**config.mk**
```make
export PLATFORM = sky130hd
export DESIGN_NAME = sram_port_arbiter
export DESIGN_NICKNAME = d
export VERILOG_FILES = /design/src/rtl/sram_arb_pkg.sv /design/src/rtl/sram_arb_grant.sv /design/src/rtl/sram_port_arbiter.sv
export SDC_FILE = /design/constraint.sdc
export NUM_CORES = 1
export LEC_CHECK = 0
export ABC_CLOCK_PERIOD_IN_PS = 2600
export BUFFER_PORTS_ARGS = -buffer_cell sky130_fd_sc_hd__buf_2
export CORE_AREA = 2 2 119 121
export CTS_BUF_LIST = sky130_fd_sc_hd__clkbuf_4
export DETAILED_ROUTE_END_ITERATION = 10
export DIE_AREA = 0 0 121 123
export PLACE_DENSITY_LB_ADDON = 0.05
export RECOVER_POWER = 50
export SLEW_MARGIN = 20
export SYNTH_ARGS = -nofsm -noshare
export SYNTH_HDL_FRONTEND = slang
export SYNTH_SLANG_ARGS = --single-unit
```
**constraint.sdc**
```tcl
create_clock -name clk -period 2.6 [get_ports clk]
set_clock_uncertainty 0.1 [all_clocks]
set_input_delay 0.52 -clock clk [delete_from_list [all_inputs] [get_ports clk]]
set_output_delay 0.52 -clock clk [all_outputs]
set_load 0.1 [all_outputs]
```
**src/rtl/sram_arb_pkg.sv**
```systemverilog
// Shared constants for the SRAM port arbiter: FSM encoding, master IDs and default parameters.
// Combinational only; no latency or backpressure of its own.
package sram_arb_pkg;

  localparam logic [0:0] ST_IDLE = 1'b0;
  localparam logic [0:0] ST_BUSY = 1'b1;

  localparam logic MST_INST = 1'b0;
  localparam logic MST_DATA = 1'b1;

  localparam int DEF_ADDR_W     = 32;
  localparam int DEF_DATA_W     = 32;
  localparam int DEF_LATENCY    = 1;
  localparam int DEF_STARVE_MAX = 4;

endpackage

```
**src/rtl/sram_arb_grant.sv**
```systemverilog
// Fixed-priority grant (data over fetch) with a saturating starvation counter for fetch.
// Grant is combinational from req; the counter updates only in free cycles.
module sram_arb_grant
  import sram_arb_pkg::*;
#(
  parameter int STARVE_MAX = DEF_STARVE_MAX
) (
  input  logic clk,
  input  logic reset,
  input  logic free,
  input  logic m0_req,
  input  logic m1_req,
  output logic grant_valid,
  output logic grant_id
);

  localparam int SW = $clog2(STARVE_MAX + 1);

  logic [SW-1:0] starve;
  logic          force_inst;

  assign force_inst  = m0_req && (starve == SW'(STARVE_MAX));
  assign grant_valid = free && (m0_req || m1_req);
  assign grant_id    = (m1_req && !force_inst) ? MST_DATA : MST_INST;

  // Counts free cycles in which fetch was waiting but lost to data.
  always_ff @(posedge clk) begin
    if (reset) begin
      starve <= '0;
    end else if (free) begin
      if (!m0_req || grant_id == MST_INST) begin
        starve <= '0;
      end else if (starve != SW'(STARVE_MAX)) begin
        starve <= starve + SW'(1);
      end
    end
  end

endmodule

```
**src/rtl/sram_port_arbiter.sv**
```systemverilog
// Shares one single-port SRAM between fetch (m0) and data (m1); one access in flight, data_ok LATENCY cycles after addr_ok.
// A losing or early request simply sees addr_ok=0 and holds until a free cycle grants it.
module sram_port_arbiter
  import sram_arb_pkg::*;
#(
  parameter int ADDR_W     = DEF_ADDR_W,
  parameter int DATA_W     = DEF_DATA_W,
  parameter int LATENCY    = DEF_LATENCY,
  parameter int STARVE_MAX = DEF_STARVE_MAX
) (
  input  logic                clk,
  input  logic                reset,
  input  logic                m0_req,
  input  logic                m0_wr,
  input  logic [DATA_W/8-1:0] m0_wstrb,
  input  logic [ADDR_W-1:0]   m0_addr,
  input  logic [DATA_W-1:0]   m0_wdata,
  output logic                m0_addr_ok,
  output logic                m0_data_ok,
  output logic [DATA_W-1:0]   m0_rdata,
  input  logic                m1_req,
  input  logic                m1_wr,
  input  logic [DATA_W/8-1:0] m1_wstrb,
  input  logic [ADDR_W-1:0]   m1_addr,
  input  logic [DATA_W-1:0]   m1_wdata,
  output logic                m1_addr_ok,
  output logic                m1_data_ok,
  output logic [DATA_W-1:0]   m1_rdata,
  output logic                sram_en,
  output logic [DATA_W/8-1:0] sram_we,
  output logic [ADDR_W-1:0]   sram_addr,
  output logic [DATA_W-1:0]   sram_wdata,
  input  logic [DATA_W-1:0]   sram_rdata
);

  localparam int CNT_W = $clog2(LATENCY + 1);

  logic [0:0]       state;
  logic             owner;
  logic [CNT_W-1:0] cnt;
  logic             done;
  logic             free;
  logic             grant_valid;
  logic             grant_id;
  logic             accept;
  logic             sel_wr;
  logic [DATA_W/8-1:0] sel_wstrb;

  // The completion cycle is also free, which gives back-to-back issue at LATENCY=1.
  assign done = (state == ST_BUSY) && (cnt == CNT_W'(1));
  assign free = (state == ST_IDLE) || done;

  sram_arb_grant #(
    .STARVE_MAX(STARVE_MAX)
  ) u_grant (
    .clk        (clk),
    .reset      (reset),
    .free       (free),
    .m0_req     (m0_req),
    .m1_req     (m1_req),
    .grant_valid(grant_valid),
    .grant_id   (grant_id)
  );

  assign accept     = grant_valid && !reset;
  assign m0_addr_ok = accept && (grant_id == MST_INST);
  assign m1_addr_ok = accept && (grant_id == MST_DATA);

  assign sel_wr     = (grant_id == MST_DATA) ? m1_wr    : m0_wr;
  assign sel_wstrb  = (grant_id == MST_DATA) ? m1_wstrb : m0_wstrb;
  assign sram_en    = accept;
  assign sram_we    = (accept && sel_wr) ? sel_wstrb : '0;
  assign sram_addr  = (grant_id == MST_DATA) ? m1_addr  : m0_addr;
  assign sram_wdata = (grant_id == MST_DATA) ? m1_wdata : m0_wdata;

  assign m0_data_ok = done && !reset && (owner == MST_INST);
  assign m1_data_ok = done && !reset && (owner == MST_DATA);
  assign m0_rdata   = m0_data_ok ? sram_rdata : '0;
  assign m1_rdata   = m1_data_ok ? sram_rdata : '0;

  always_ff @(posedge clk) begin
    if (reset) begin
      state <= ST_IDLE;
      owner <= MST_INST;
      cnt   <= '0;
    end else if (accept) begin
      state <= ST_BUSY;
      owner <= grant_id;
      cnt   <= CNT_W'(LATENCY);
    end else if (state == ST_BUSY) begin
      if (cnt == CNT_W'(1)) begin
        state <= ST_IDLE;
      end
      cnt <= cnt - CNT_W'(1);
    end
  end

endmodule

```
[Word level (Yosys, flattened, before mapping)]
Index checks and enable logic that the tools add are counted.
Word-level totals
  latch bits: 0
  bits in read-only memories: 0
  RAM bits: 0
  memories kept: 0
  bits in registers: 6
  word-level logic and storage cells: 46
  input port bits: 174
Cells by class
  $mul: 0
  reduce and logical (&&, ||, !) cells: 20
  divide/modulo/power cells: 0
  eq/ne operators: 2
  $add $sub $neg: 2
  bitwise gates (word level): 3
  order comparisons: 0
  shifts and indexed selects: 0
  multiplexer cells: 15
Operator list (number)
  $mux 32: 4
  $logic_and 1x1->1: 11
  $mux 4: 2
  $mux 1: 7
  $mux 3: 2
  $reduce_bool 2->1: 2
  $add 3x1->3 const B: 1
  $eq 3x3->1 const B: 1
  $logic_not 1->1: 3
  $logic_or 1x1->1: 3
  $ne 3x3->1 const B: 1
  $not 1->1: 3
  $reduce_and 2->1: 1
  $sub 1x1->1 const B: 1

[Logic depth before layout (Yosys ltp)]
  depth in word-level cells: 9
  depth in mapped cells: 7
  gate-level depth less buffers: 5

[Modules after synthesis]
From an unflattened synthesis, not the netlist that was laid out.
Second synthesis, totals
  cells, all modules: 189
  area, all modules: 1662.8 um2
By module, submodules not included
  sram_port_arbiter: cells each 168, area each 1472.7 um2, times used 1
  sram_arb_grant: cells each 21, area each 190.2 um2, times used 1

[Least setup slack after synthesis]
Ideal clock, no wire load.
  path kind: register to output
  start: reg u_grant.starve[0]
  end: out m1_addr_ok
  slack: -1182 ps
  data required time: 1980 ps
  arrival time: 3162 ps
  cell stages (with the launch flop): 8
  cell sequence: dfxtp_1 -> inv_1 -> ha_1 -> nand3_4 -> nand2_4 -> buf_12 -> buf_12 -> nor3_1
Between the ends
  longest elaborated chain between the ends: 6
Ends and longest elaborated chain
  start, declared: RTL line sram_arb_grant.sv:19  | logic [SW-1:0] starve;
  start signal, assigned: RTL line sram_arb_grant.sv:34  | starve <= starve + SW'(1);
  $eq 3x3->1: RTL line sram_arb_grant.sv:22  | assign force_inst = m0_req && (starve == SW'(STARVE_MAX));
  $logic_and 1x1->1: RTL line sram_arb_grant.sv:22
  $logic_not 1->1: RTL line sram_arb_grant.sv:24  | assign grant_id = (m1_req && !force_inst) ? MST_DATA : MST_INST;
  $logic_and 1x1->1: RTL line sram_arb_grant.sv:24
  $mux 1: RTL line sram_arb_grant.sv:24
  $logic_and 1x1->1: RTL line sram_port_arbiter.sv:67  | assign m1_addr_ok = accept && (grant_id == MST_DATA);
  end, declared: RTL line sram_port_arbiter.sv:26  | output logic m1_addr_ok,
Every way passes these cells.

[Final worst setup path]
  start: reg u_grant.starve[0]
  end: out sram_addr[8]
Between the ends
  longest elaborated chain between the ends: 6
Ends and longest elaborated chain
  $eq 3x3->1: RTL line sram_arb_grant.sv:22
  $logic_and 1x1->1: RTL line sram_arb_grant.sv:22
  $logic_not 1->1: RTL line sram_arb_grant.sv:24
  $logic_and 1x1->1: RTL line sram_arb_grant.sv:24
  $mux 1: RTL line sram_arb_grant.sv:24
  $mux 32: RTL line sram_port_arbiter.sv:73  | assign sram_addr = (grant_id == MST_DATA) ? m1_addr : m0_addr;
  end, declared: RTL line sram_port_arbiter.sv:31  | output logic [ADDR_W-1:0] sram_addr,
Every way passes these cells.

==> results.md <==
- # port buffers: 310
- Yosys reg bits: 6
- Critical Path Slowest Stage Cell: mux2_2
- Switching pwr: 1.02 mW
- Crit path cell chain: inv_1 > ha_4 > nand3_4 > nand2_8 > buf_12 > mux2_2 > buf_12
- Clock network fraction of design power: 0.047
- Share of cells above drive strength 1: 0.820
- Site row count: 43
- Synth Warn #: 0
- Synth Area in Adders: 0.0131
- Nature of the critical path endpoint: primary output
- Core ar.: 0.0136 sq mm
- Crit path top cell by count: buf_12
- # IOs: 311
- Reg clk slew, reported paths: 0.04 ns
- Final Hold Fails: 0
- Most common cell after layout, fill and taps aside: buf_2
- DRC violations left: 0
- Post-place setup slack: 0.152 ns
- ANT nets after route: 0
- Largest net degree at the start of global routing: 34
- Detailed-route wire length on metal 1: 3.91 mm
- CTS HTree Levels: 1
- Design Area, Final: 0.00543 sq mm
- WL met3: 1.13 mm
- Total die area: 0.0149 sq mm
- Iteration count of the initial detailed-routing pass: 4
- All-Layer GR Usage: 0.148
- Vias/cell: 3.91
- Metal2 WL: 7.00 mm
- Vias in the first global route: 2621
- Nets@finish: 688
- Die span in y: 123 um
- GR Overflow Total: 0
- Delay-heaviest family, CP: buffers and inverters
- CTS tree: built
- Antenna violations before repair: 4
- Crit. Startpoint: u_grant.starve[0]
- Synth Area in Simple Gates: 0.295
- Final worst slack: 0.113 ns
- Maximum vdd drop: 0.000247 V
- DPL Wire Length: 10.8 mm
- Slew HR: 0.661
- N_diodes: 0
- Num Clock Sinks: 6
- Internal Power: 0.747 mW
- Period Utilization, post-route: 0.957
- Most frequent cells in the layout: buf_2, buf_12, mux2_4
- Mean Syn Cell Area: 9.57 sq um
- Placer Congestion: 0.793
- WL/cell: 17.6 um
- RR Startpoint: u_grant.starve[0]
- Final Util: 0.399
- Syn_nets: 376
- Lkg Pwr: 2.66 nW
- Max Buffers Root-to-Sink: 2
- Clock Latency Late Sink: 0.24 ns
- Top Metal Used: met5
- Pwr dens: 325 mW/mm^2
- Synth Cell Area: 0.00191 sq mm
- Fill cells: 1380
- Placed Instance Area: 0.00579 sq mm
- Multiplexer share of the synthesized area: 0.473
- Req. time, crit path: 1.98 ns
- First-pass GRT wire length: 16.7 mm
- Total of max-cap violations: 0
- # hold bufs at CTS: 0
- Net Sw Frac: 0.576
- CP Max Fanout: 19
- Area Growth Syn to Fin: 184%
- Comb pwr share: 0.896
- Drt total wl: 12.1 mm
- Root buf cell: clkbuf_4
- Sequential cell fraction of total power: 0.057
- DRT iter0 DRCs: 69
- Final-report setup violation count: 0
- Synth Instances: 200
- Die width: 121 um
- Minimum clock period after layout: 2.49 ns
- Hold Startpoint: u_grant.starve[1]
- Critical Path Max Stage Delay: 0.38 ns
- Max Fclk: 0.402 GHz
- CP Buf/Inv Count: 3
- Starting Density: 0.141
- Status: finished clean
- Setup_tns: 0 ns
- Compound-gate portion of the synthesized area: 0.0621
- Via count: 2698
- Type of origin of the critical path: flop
- Distinct cell type count after synthesis: 29
- Register area share after synthesis: 0.0628
- Synth Area in XOR/XNOR: 0
- Slew Viols, Final: 0
- Total power: 1.76 mW
- Total CTS buffers: 3
- Setup CP Type: flop to primary output
- Main combinational cell family by area after synthesis: multiplexers
- Worst-Margin Slew: 0.508 ns
- Worst endpoint data arrival time: 1.87 ns
- RSZ-0062 raised after global routing: false
- Hold WC Path Type: flop to flop
[power groups by stage]
stage          combinational, mW  clock [mW]  sequential [mW]
6_report                    1.58      0.0830            0.101
4_1_cts                     1.61      0.0855            0.101
3_5_place_dp                1.61           0            0.103
5_1_grt                     1.63      0.0900            0.101
3_3_place_gp                1.60           0            0.102
2_1_floorplan              0.978           0            0.101
[timing repair]
item / 4_1_cts / 5_1_grt
resized for setup: 2 / 4
buffers inserted: 0 / 4
pin swaps: 1 / 1
setup endpoints to repair: 57 / 57
[per-layer routing]
metal | vias to the layer above | GRT usage
li1 | 1318 | -
met1 | 1236 | 0.152
met2 | 124 | 0.302
met3 | 12 | 0.0489
met4 | 8 | 0.00654
met5 | - | 0
[stage by stage]
stage	std cells	hold WS, ns
floorplan	200	0.349
global placement	683	0.365
detailed placement	683	0.382
CTS	686	0.387
global route	690	0.416
finish	690	0.384
[worst min-delay path: cells and delay by family (launching register included)]
family,cells,cell delay (ns)
AOI/OAI and AO/OA,1,0.05
and+or+nand+nor,1,0.06
DFF,1,0.32
[cell families after synthesis]
logic type | Yosys count
AOI/OAI and AO/OA | 19
adders and majority gates | 2
buffers and inverters | 20
DFF | 6
muxes | 64
and+or+nand+nor | 89
[state kept, by name (all words and copies together) (netlist names)]
| register | cells |
|---|---|
| state | 1 |
| u_grant.starve | 3 |
| cnt | 1 |
| owner | 1 |
[final timing paths]
path	endpoint	slack, ns	cells after the start
setup reg to reg	u_grant.starve[1]	1.30	5
hold / removal	u_grant.starve[1]	0.38	2
hold reg to reg	u_grant.starve[1]	0.38	2
setup / recovery	sram_addr[8]	0.11	7
[area by class of cell]
type | instances | area [sq um] | share of cell area
sequential | 6 | 120 | 0.0221
inverter | 4 | 15.0 | 0.00276
multi-input combinational | 174 | 1710 | 0.316
tap | 180 | 225 | 0.0415
clock buffer | 3 | 22.5 | 0.00415
timing repair buffer | 323 | 3330 | 0.614
[synthesized netlist by cell type]
cell type,n,area share
and2_1,64,0.21
mux2_2,15,0.088
a21boi_0,1,0.0039
nor3_2,1,0.0052
buf_12,6,0.063
dfxtp_1,6,0.063
clkbuf_1,6,0.012
or3_1,1,0.0033
nand2b_1,2,0.0065
inv_1,4,0.0078
buf_4,1,0.0039
nor3_1,1,0.0026
nor3b_2,1,0.0065
o211ai_1,4,0.016
buf_2,3,0.0078
nor2_1,3,0.0059
mux2_4,49,0.38
and3_2,1,0.0039
nand3_1,1,0.0026
a32o_1,1,0.0052
nor2b_1,2,0.0065
nand2_1,4,0.0078
ha_1,2,0.013
nand2_4,1,0.0059
a31oi_1,1,0.0033
o31ai_1,2,0.0078
a21oi_1,10,0.026
nand3_4,1,0.0092
nand4_1,6,0.020
Note: power is estimated with default switching activity, not from simulation.
